[config.mk]
export PLATFORM = sky130hd
export DESIGN_NAME = vram_writer_m_flat
export DESIGN_NICKNAME = d
export VERILOG_FILES = /design/src/rtl/vram_writer_m_pkg.sv /design/src/rtl/vram_writer_m_if.sv /design/src/rtl/vram_writer_m_fifo.sv /design/src/rtl/vram_writer_m.sv /design/src/flat_wrapper.sv
export SDC_FILE = /design/constraint.sdc
export NUM_CORES = 1
export LEC_CHECK = 0
export BUFFER_PORTS_ARGS = -buffer_cell sky130_fd_sc_hd__buf_4
export CORE_UTILIZATION = 40
export CTS_CLUSTER_DIAMETER = 80
export DETAILED_ROUTE_END_ITERATION = 16
export MAX_ROUTING_LAYER = met4
export PLACE_DENSITY_LB_ADDON = 0.2
export SYNTH_ARGS = -nofsm -noshare
export SYNTH_HDL_FRONTEND = slang
export SYNTH_SLANG_ARGS = --single-unit
[constraint.sdc]
create_clock -name clk -period 3 [get_ports clk]
set_clock_uncertainty 0.05 [all_clocks]
set_input_delay 0.6 -clock clk [delete_from_list [all_inputs] [get_ports clk]]
set_output_delay 0.6 -clock clk [all_outputs]
set_load 0.005 [all_outputs]
[src/rtl/vram_writer_m_pkg.sv]
// Shared constants for the VRAM write initiator: default address width and
// engine state encodings.
package vram_writer_m_pkg;

  localparam int VRAM_ADDR_WIDTH = 12;

  localparam logic [2:0] S_IDLE   = 3'd0;
  localparam logic [2:0] S_SETUP  = 3'd1;
  localparam logic [2:0] S_STROBE = 3'd2;
  localparam logic [2:0] S_HOLD   = 3'd3;
  localparam logic [2:0] S_PAUSE  = 3'd4;

endpackage

[src/rtl/vram_writer_m_if.sv]
// CPU-side request channel: valid/ready handshake carrying a byte-fill request.
interface vram_writer_m_if #(
  parameter int ADDR_WIDTH = 12
);
  logic                  req_valid;
  logic                  req_ready;
  logic [ADDR_WIDTH-1:0] req_addr;
  logic [7:0]            req_data;
  logic [7:0]            req_len;

  modport master (output req_valid, req_addr, req_data, req_len, input req_ready);
  modport slave  (input req_valid, req_addr, req_data, req_len, output req_ready);
endinterface

[src/rtl/vram_writer_m_fifo.sv]
// Synchronous request FIFO; pointers carry one extra bit so full/empty fall out of
// their difference.
module vram_req_fifo_m #(
  parameter int DEPTH = 4,
  parameter int WIDTH = 28,
  parameter int CW    = 3
) (
  input  logic             clk,
  input  logic             rst,
  input  logic             push,
  input  logic [WIDTH-1:0] wdata,
  input  logic             pop,
  output logic [WIDTH-1:0] rdata,
  output logic             full,
  output logic             empty,
  output logic [CW-1:0]    count
);
  localparam int AW = $clog2(DEPTH);

  logic [WIDTH-1:0] mem [DEPTH];
  logic [CW-1:0]    wp, rp;

  always_ff @(posedge clk or negedge rst) begin
    if (!rst) begin
      wp <= '0;
      rp <= '0;
    end else begin
      if (push) wp <= wp + CW'(1);
      if (pop)  rp <= rp + CW'(1);
    end
  end

  always_ff @(posedge clk) begin
    if (push) mem[wp[AW-1:0]] <= wdata;
  end

  assign count = wp - rp;
  assign full  = (count == CW'(DEPTH));
  assign empty = (count == '0);
  assign rdata = mem[rp[AW-1:0]];
endmodule

[src/rtl/vram_writer_m.sv]
// VRAM write initiator: queues CPU byte-fill requests and replays them as
// setup/strobe/hold cycles, only while the GPU write window is open.
module vram_writer_m
  import vram_writer_m_pkg::*;
#(
  parameter int ADDR_WIDTH = VRAM_ADDR_WIDTH,
  parameter int DEPTH      = 4,
  parameter int CW         = 3
) (
  input  logic                  clk,
  input  logic                  rst,
  vram_writer_m_if.slave        req,
  input  logic                  window,
  output logic [ADDR_WIDTH-1:0] address,
  output logic [7:0]            data,
  output logic                  cs,
  output logic                  busy,
  output logic [CW-1:0]         fifo_count
);
  localparam int W = ADDR_WIDTH + 16;

  logic                  push, pop, full, empty;
  logic [W-1:0]          head;
  logic [ADDR_WIDTH-1:0] head_addr;
  logic [7:0]            head_data, head_len;

  logic [2:0]            state;
  logic [ADDR_WIDTH-1:0] cur_addr;
  logic [7:0]            remaining;

  assign req.req_ready = !full;
  assign push          = req.req_valid && !full;
  assign pop           = (state == S_IDLE) && !empty && window;
  assign {head_addr, head_data, head_len} = head;
  assign busy          = !empty || (state != S_IDLE);

  vram_req_fifo_m #(
    .DEPTH (DEPTH),
    .WIDTH (W),
    .CW    (CW)
  ) u_fifo (
    .clk   (clk),
    .rst   (rst),
    .push  (push),
    .wdata ({req.req_addr, req.req_data, req.req_len}),
    .pop   (pop),
    .rdata (head),
    .full  (full),
    .empty (empty),
    .count (fifo_count)
  );

  // cur_addr runs ahead of address while paused so the visible bus holds still.
  always_ff @(posedge clk or negedge rst) begin
    if (!rst) begin
      state     <= S_IDLE;
      cs        <= 1'b0;
      address   <= '0;
      data      <= '0;
      cur_addr  <= '0;
      remaining <= '0;
    end else begin
      case (state)
        S_IDLE: begin
          if (pop) begin
            cur_addr  <= head_addr;
            address   <= head_addr;
            data      <= head_data;
            remaining <= head_len;
            state     <= S_SETUP;
          end
        end
        S_SETUP: begin
          cs    <= 1'b1;
          state <= S_STROBE;
        end
        S_STROBE: begin
          cs    <= 1'b0;
          state <= S_HOLD;
        end
        S_HOLD: begin
          if (remaining == 8'd0) begin
            state <= S_IDLE;
          end else begin
            remaining <= remaining - 8'd1;
            cur_addr  <= cur_addr + ADDR_WIDTH'(1);
            if (window) begin
              address <= cur_addr + ADDR_WIDTH'(1);
              state   <= S_SETUP;
            end else begin
              state <= S_PAUSE;
            end
          end
        end
        S_PAUSE: begin
          if (window) begin
            address <= cur_addr;
            state   <= S_SETUP;
          end
        end
        default: begin
          cs    <= 1'b0;
          state <= S_IDLE;
        end
      endcase
    end
  end
endmodule

[src/flat_wrapper.sv]
// flat-port wrapper written by rule: the top's interface ports become plain ports
module vram_writer_m_flat import vram_writer_m_pkg::*;
#(
  parameter int ADDR_WIDTH = VRAM_ADDR_WIDTH,
  parameter int DEPTH      = 4,
  parameter int CW         = 3
)
  (clk, rst, window, address, data, cs, busy, fifo_count, req_req_valid, req_req_addr, req_req_data, req_req_len, req_req_ready);
  vram_writer_m_if #(.ADDR_WIDTH(ADDR_WIDTH)) req_i ();
  input  logic clk;
  input  logic rst;
  input  logic window;
  output logic [ADDR_WIDTH-1:0] address;
  output logic [7:0] data;
  output logic cs;
  output logic busy;
  output logic [CW-1:0] fifo_count;
  input wire logic [$bits(req_i.req_valid)-1:0] req_req_valid;
  input wire logic [$bits(req_i.req_addr)-1:0] req_req_addr;
  input wire logic [$bits(req_i.req_data)-1:0] req_req_data;
  input wire logic [$bits(req_i.req_len)-1:0] req_req_len;
  output wire logic [$bits(req_i.req_ready)-1:0] req_req_ready;
  assign req_i.req_valid = req_req_valid;
  assign req_i.req_addr = req_req_addr;
  assign req_i.req_data = req_req_data;
  assign req_i.req_len = req_req_len;
  assign req_req_ready = req_i.req_ready;
  vram_writer_m #(.ADDR_WIDTH(ADDR_WIDTH), .DEPTH(DEPTH), .CW(CW)) u_core (.clk(clk), .rst(rst), .req(req_i), .window(window), .address(address), .data(data), .cs(cs), .busy(busy), .fifo_count(fifo_count));
endmodule
==> metrics, run 1 <==
Post-DP HPWL=between 8000 and 9000 um; Total Wirelength=~14000 um; critical-path cell list=inv_1, ha_1, fa_1, xor3_2, nand3_1, buf_4; Wirelength per Cell=around 18 um; CP Capture Type=output port; CTS Hold Bufs=0; clock period minus worst slack=between 2 and 3 ns; Mapped Avg Cell Area=14.6 sq um; leading area contributor after synthesis=edfxtp_1; post-synthesis sequential area ratio=0.668; Worst setup SP type=flip-flop; Initial DRC Count=around 320; vias per cell=approximately 5.5; cell row count=47; residual DRC count=0; htree depth=4; placed cell count=739; Slew HR=0.516; MaxCap Viol Count=0; Slew Limit Fails=0; DR vias=roughly 4200; top cells by area, synth=edfxtp_1 49%, dfrtp_1 18%, mux4_2 9.1%; critical path class=reg -> out; GR Overflow Total=0; FF+latch count, synth=between 150 and 200; CTS sink cnt=162; Peak Freq=between 300 and 400 MHz; Top-Level Pins=a little under 60; Worst-path clk slew=~0.06 ns; antenna fix cells=0; Setup WS pre-CTS=~0.52 ns; Cell Pwr Density=between 1000 and 1500 nW/um^2; worst vdd ir=around 0.00050 V; Placed Area=7630 sq um; CTS root buf=clkbuf_16; Skew-Pair Late Insertion Delay=0.42 ns; Cells after Synth=about 470; final worst slack=0.207 ns; EDFF count, synth=112; Finished Layout Cells=771; post-synthesis async set-or-reset flop share=0.309; Routed Antenna Nets=0; CP max stage cell=dfrtp_1; vias in the first global route=around 4100; Top FF cell, synth=edfxtp_1; final period utilization=0.931; Total GRT Usage=0.173; post-synth top area share=0.487; max incr delay on CP=approximately 0.38 ns; Yosys cell types=59; Crit Path Max Fanout=6; slew of the pin with the lowest slew margin=between 0.7 and 0.8 ns; Static Leak=around 3.0 nW; Layout Area Growth over Synthesis=18.7%; die area=between 15000 and 20000 sq um; Chip Height=about 130 um; Synth Net Count=slightly above 500; CTS tree=done; starting density of the core=0.413; Max Root-Sink Buffers=2; GP Congestion=approximately 0.9; Critical Path AT=about 2.1 ns; first-pass GRT wire length=roughly 22000 um; share of cells above drive strength 1=0.252; initial antenna violation count=0; Post-Syn Area=6900 sq um; Post-CTS Setup Repair Bufs=0; Hold Crit Class=in -> async; Ys Warns=0; RSZ-0062 raised after global routing=no; core area=~17000 sq um; status=finished, final reports clean; cts bufs inserted=17; Die W=~130 um; fin nets=just under 600; post-CTS sizing=0; # port buffers=between 50 and 60; worst path required time=roughly 2.4 ns; largest net degree at the start of global routing=51; final hold vios=0; TNS Setup=0 ns; final setup violation count=0; fin area=between 8000 and 9000 sq um; TritonRoute pass-1 iters=5
worst max-delay path, delay by kind of cell, from the launching register on:
family | cells | cell delay [ns]
fa+ha+maj | 2 | 0.59
flops | 1 | 0.38
buf+inv | 2 | 0.30
xor+xnor | 1 | 0.28
simple gates | 1 | 0.18
state kept, by name, indices dropped and copies added (netlist names):
name,cells
u_core.u_fifo.rp,3
u_core.u_fifo.mem,112
u_core.data,8
u_core.cs,1
u_core.address,12
u_core.cur_addr,12
u_core.remaining,8
u_core.u_fifo.wp,3
u_core.state,3
path summary, 6_finish.rpt:
| path | startpoint | depth (start not counted) | slack (ns) | endpoint |
|---|---|---|---|---|
| max | u_core.u_fifo.wp[0] | 6 | 0.21 | req_req_ready |
| min | rst | 1 | 0.17 | u_core.data[7] |
| max reg2reg | u_core.u_fifo.wp[0] | 8 | 0.50 | u_core.cur_addr[2] |
| min reg2reg | u_core.u_fifo.rp[2] | 1 | 0.42 | u_core.u_fifo.rp[2] |
| max in group asynchronous | rst | 1 | 2.24 | u_core.u_fifo.rp[0] |
| min in group clk | req_req_len[1] | 1 | 0.33 | u_core.u_fifo.mem[2][1] |
routing by layer:
metal | GRT usage | up-vias | wire, um
met5 | - | - | 0
met4 | 0.0739 | 0 | 269
met3 | 0.0358 | 21 | 687
met2 | 0.259 | 154 | 6640
met1 | 0.231 | 2084 | 6300
li1 | - | 1945 | -
cells in the mapped netlist (2+ instances only):
cell	instances
edfxtp_1	112
nand2_1	55
dfrtp_1	50
a21oi_1	39
mux4_2	28
nor2_1	23
o21ai_0	20
buf_2	15
nand3_1	14
inv_1	11
a31oi_1	9
ha_1	8
and3_1	6
nor3_1	6
o22ai_1	6
clkbuf_1	5
a211oi_1	4
a22oi_1	4
nand2b_1	4
xnor2_1	4
buf_4	3
nand3b_1	3
nand4_1	3
xor2_1	3
a311o_1	2
and2_1	2
nor4_1	2
o211ai_1	2
logic make-up after synthesis:
group / Yosys count / synth area share
compound gates: 101 / 0.0923
xor+xnor: 8 / 0.0125
fa+ha+maj: 9 / 0.0174
buf+inv: 35 / 0.0234
flops: 162 / 0.668
mux: 29 / 0.0930
simple gates: 130 / 0.0930
layout make-up:
cell class | count | area (sq um)
flip-flops and latches | 162 | 4620
multi-input cells | 277 | 2130
inverters | 11 | 41.3
well taps | 220 | 275
clock inverters | 14 | 138
fillers | 1459 | 8510
clock buffers | 18 | 429
repair buffers | 69 | 568
cells in the final DEF (no fill, tap or decap), types with 6 or more instances in the layout:
master	Yosys	routed
edfxtp_1	112	112
buf_4	3	65
nand2_1	55	55
dfrtp_1	50	49
a21oi_1	39	39
mux4_2	28	28
nor2_1	23	23
o21ai_0	20	20
clkbuf_16	0	17
nand3_1	14	14
inv_1	11	11
a31oi_1	9	9
ha_1	8	8
and3_1	6	6
o22ai_1	6	6
nor3_1	6	6
metrics by stage:
step           hold slack, ns  total power [mW]  utilization
2_1_floorplan           0.254              5.99            -
3_3_place_gp            0.411              7.10        0.457
3_5_place_dp            0.416              7.21        0.457
4_1_cts                 0.180              9.31        0.491
5_1_grt                 0.207              9.78        0.491
6_report                0.173              9.20        0.491
power by group:
group / internal (mW) / switching, mW
sequential: 3.17 / 0.417
combinational: 1.59 / 1.95
clock: 1.22 / 0.853
total: 5.98 / 3.22
Power figures use the tool's default switching activity.
==> run 2, diff against run 1 <==
--- a/config.mk
+++ b/config.mk
@@ -5,12 +5,14 @@
 export SDC_FILE = /design/constraint.sdc
 export NUM_CORES = 1
 export LEC_CHECK = 0
+export ABC_AREA = 1
 export BUFFER_PORTS_ARGS = -buffer_cell sky130_fd_sc_hd__buf_4
 export CORE_UTILIZATION = 40
 export CTS_CLUSTER_DIAMETER = 80
 export DETAILED_ROUTE_END_ITERATION = 16
 export MAX_ROUTING_LAYER = met4
 export PLACE_DENSITY_LB_ADDON = 0.2
+export RECOVER_POWER = 100
 export SYNTH_ARGS = -nofsm -noshare
 export SYNTH_HDL_FRONTEND = slang
 export SYNTH_SLANG_ARGS = --single-unit
==> metrics, run 2 <==
status=finished, final reports clean; commonest non-fill, non-tap cell in the layout=nand2_1; share of cells above drive strength 1=0.113; part of the power in combinational logic=0.397; Int Power=5.77 mW; Clk network pwr share=0.238; CTS Hold Bufs=0; Worst-path clk slew=~0.07 ns; most frequent cells in the layout=236 x nand2_1, 112 x edfxtp_1, 64 x nor2_1, 55 x nand3_1, 55 x o21ai_0; Worst Setup SP=u_core.u_fifo.wp[0]; Peak Freq=about 370 MHz; CP Capture Type=output port; Wirelength per Cell=between 15 and 20 um; vias in the first global route=around 5000; first-pass GRT wire length=about 26000 um; Post-CTS Setup Repair Bufs=0; Post-DP HPWL=9930 um; antenna fix cells=0; FF+latch count, synth=approximately 160; EDFF count, synth=112; Crit Path Max Fanout=4; worst path required time=2.35 ns; slew of the pin with the lowest slew margin=~1.4 ns; Placed Area=7800 sq um; max reg flops=112; Post-Syn Area=between 7000 and 8000 sq um; largest net degree at the start of global routing=59; Top-Level Pins=just under 60; Setup WS pre-CTS=roughly 0.47 ns; CTS tree=done; vias per cell=around 5; hold slack final=approximately 0.34 ns; leading area contributor after synthesis=edfxtp_1; Critical Path AT=2.05 ns; critical path class=reg -> out; final period utilization=0.900; fillers=roughly 1600; post-synthesis sequential area ratio=0.647; Die W=136 um; worst vdd ir=roughly 0.00084 V; Initial DRC Count=around 330; CTS sink cnt=162; net switching power=3.82 mW; Yosys cell types=34; Worst setup SP type=flip-flop; CTS root buf=clkbuf_16; cell row count=48; die area=approximately 18000 sq um; Static Leak=between 3 and 4 nW; final setup violation count=0; htree depth=4; top-count cell post-synth=nand2_1; worst r2r src=u_core.u_fifo.wp[0]; Routed Antenna Nets=0; TritonRoute pass-1 iters=5; register share of total power=0.365; Synth top cells by count=233 x nand2_1, 112 x edfxtp_1, 65 x nor2_1, 53 x nand3_1, 50 x dfrtp_1; DR vias=approximately 5000; post-synth top area share=0.472; post-synthesis async set-or-reset flop share=0.309; Mapped Avg Cell Area=10.2 sq um; # port buffers=57; fin nets=around 800; core area=17400 sq um; final hold vios=0; Total GRT Usage=0.195; initial antenna violation count=0; GP Congestion=around 0.84; GR Overflow Total=0; residual DRC count=0; cts bufs inserted=17; Chip Height=between 100 and 150 um; Slew Limit Fails=0; TNS Setup=0 ns; Top FF cell, synth=edfxtp_1; Hold Crit Class=in -> reg; Total Wirelength=around 16000 um; Cell Pwr Density=roughly 1200 nW/um^2; utilization after layout=0.476; hold_sp=window; Cells after Synth=around 700; Layout Area Growth over Synthesis=15.8%; RSZ-0062 raised after global routing=no; Slew HR=0.0927; Ys Warns=0; Net Sw Frac=0.398; clock period minus worst slack=about 2.7 ns; Synth Net Count=around 740; top cells by area, synth=edfxtp_1 47%, dfrtp_1 18%, nand2_1 12%; Max Root-Sink Buffers=2; post-CTS sizing=0; starting density of the core=0.411; MaxCap Viol Count=0; fin area=just over 8000 sq um; final worst slack=0.300 ns; Skew-Pair Late Insertion Delay=roughly 0.44 ns
==> run 2: area by class of cell <==
class,instances,area (sq um),area share
multi-input cells,477,2210,0.268
inverters,36,135,0.0164
well taps,225,282,0.0341
flip-flops and latches,162,4610,0.559
repair buffers,69,392,0.0474
clock buffers,17,425,0.0515
clock inverters,15,199,0.0241
==> run 2: worst max-delay path, cell delays in order (launching register included) <==
cell      delay, ns
dfrtp_1        0.38
inv_1          0.11
ha_1           0.23
fa_1           0.51
nand2_1        0.06
inv_1          0.09
nand4_1        0.10
clkbuf_4       0.15
==> run 2: path summary, 6_finish.rpt <==
check                      slack, ns                 endpoint  cells past startpoint
setup / recovery                0.30                     busy                      7
hold / removal                  0.34          u_core.state[2]                      2
setup reg to reg                0.36  u_core.u_fifo.mem[3][7]                      9
hold reg to reg                 0.42           u_core.data[5]                      2
max in group asynchronous       1.65      u_core.remaining[4]                      1
min in group asynchronous       0.42          u_core.state[1]                      1
==> run 2: cells by family (layout without fill, tap and decap cells) <==
kind of cell,after synthesis,count (layout),synth area share
flops,162,162,0.647
xor+xnor,8,8,0.00982
simple gates,373,373,0.221
compound gates,87,87,0.0668
buf+inv,63,137,0.0386
fa+ha+maj,9,9,0.0168
==> run 2: power by group through the flow <==
stage / sequential (mW) / combinational, mW / clock (mW)
2_1_floorplan: 3.49 / 2.76 / 0
3_3_place_gp: 3.51 / 3.88 / 0
3_5_place_dp: 3.53 / 3.97 / 0
6_report: 3.49 / 3.81 / 2.28
4_1_cts: 3.49 / 3.99 / 2.33
5_1_grt: 3.57 / 4.35 / 2.41
==> run 2: through the flow <==
| step | cells | total power [mW] |
|---|---|---|
| 2_1_floorplan | 702 | 6.25 |
| 3_5_place_dp | 969 | 7.51 |
| 5_1_grt | 1001 | 10.3 |
| 6_report | 1001 | 9.58 |
| 3_3_place_gp | 969 | 7.39 |
| 4_1_cts | 1001 | 9.81 |
==> run 2: per-layer routing <==
layer  global-route usage  vias to the layer above  wire (um)
met5                    -                        -          0
met4               0.0824                        0        248
met3               0.0318                       17        697
met2                0.318                      133       7730
met1                0.242                     2445       7230
li1                     -                     2484          -
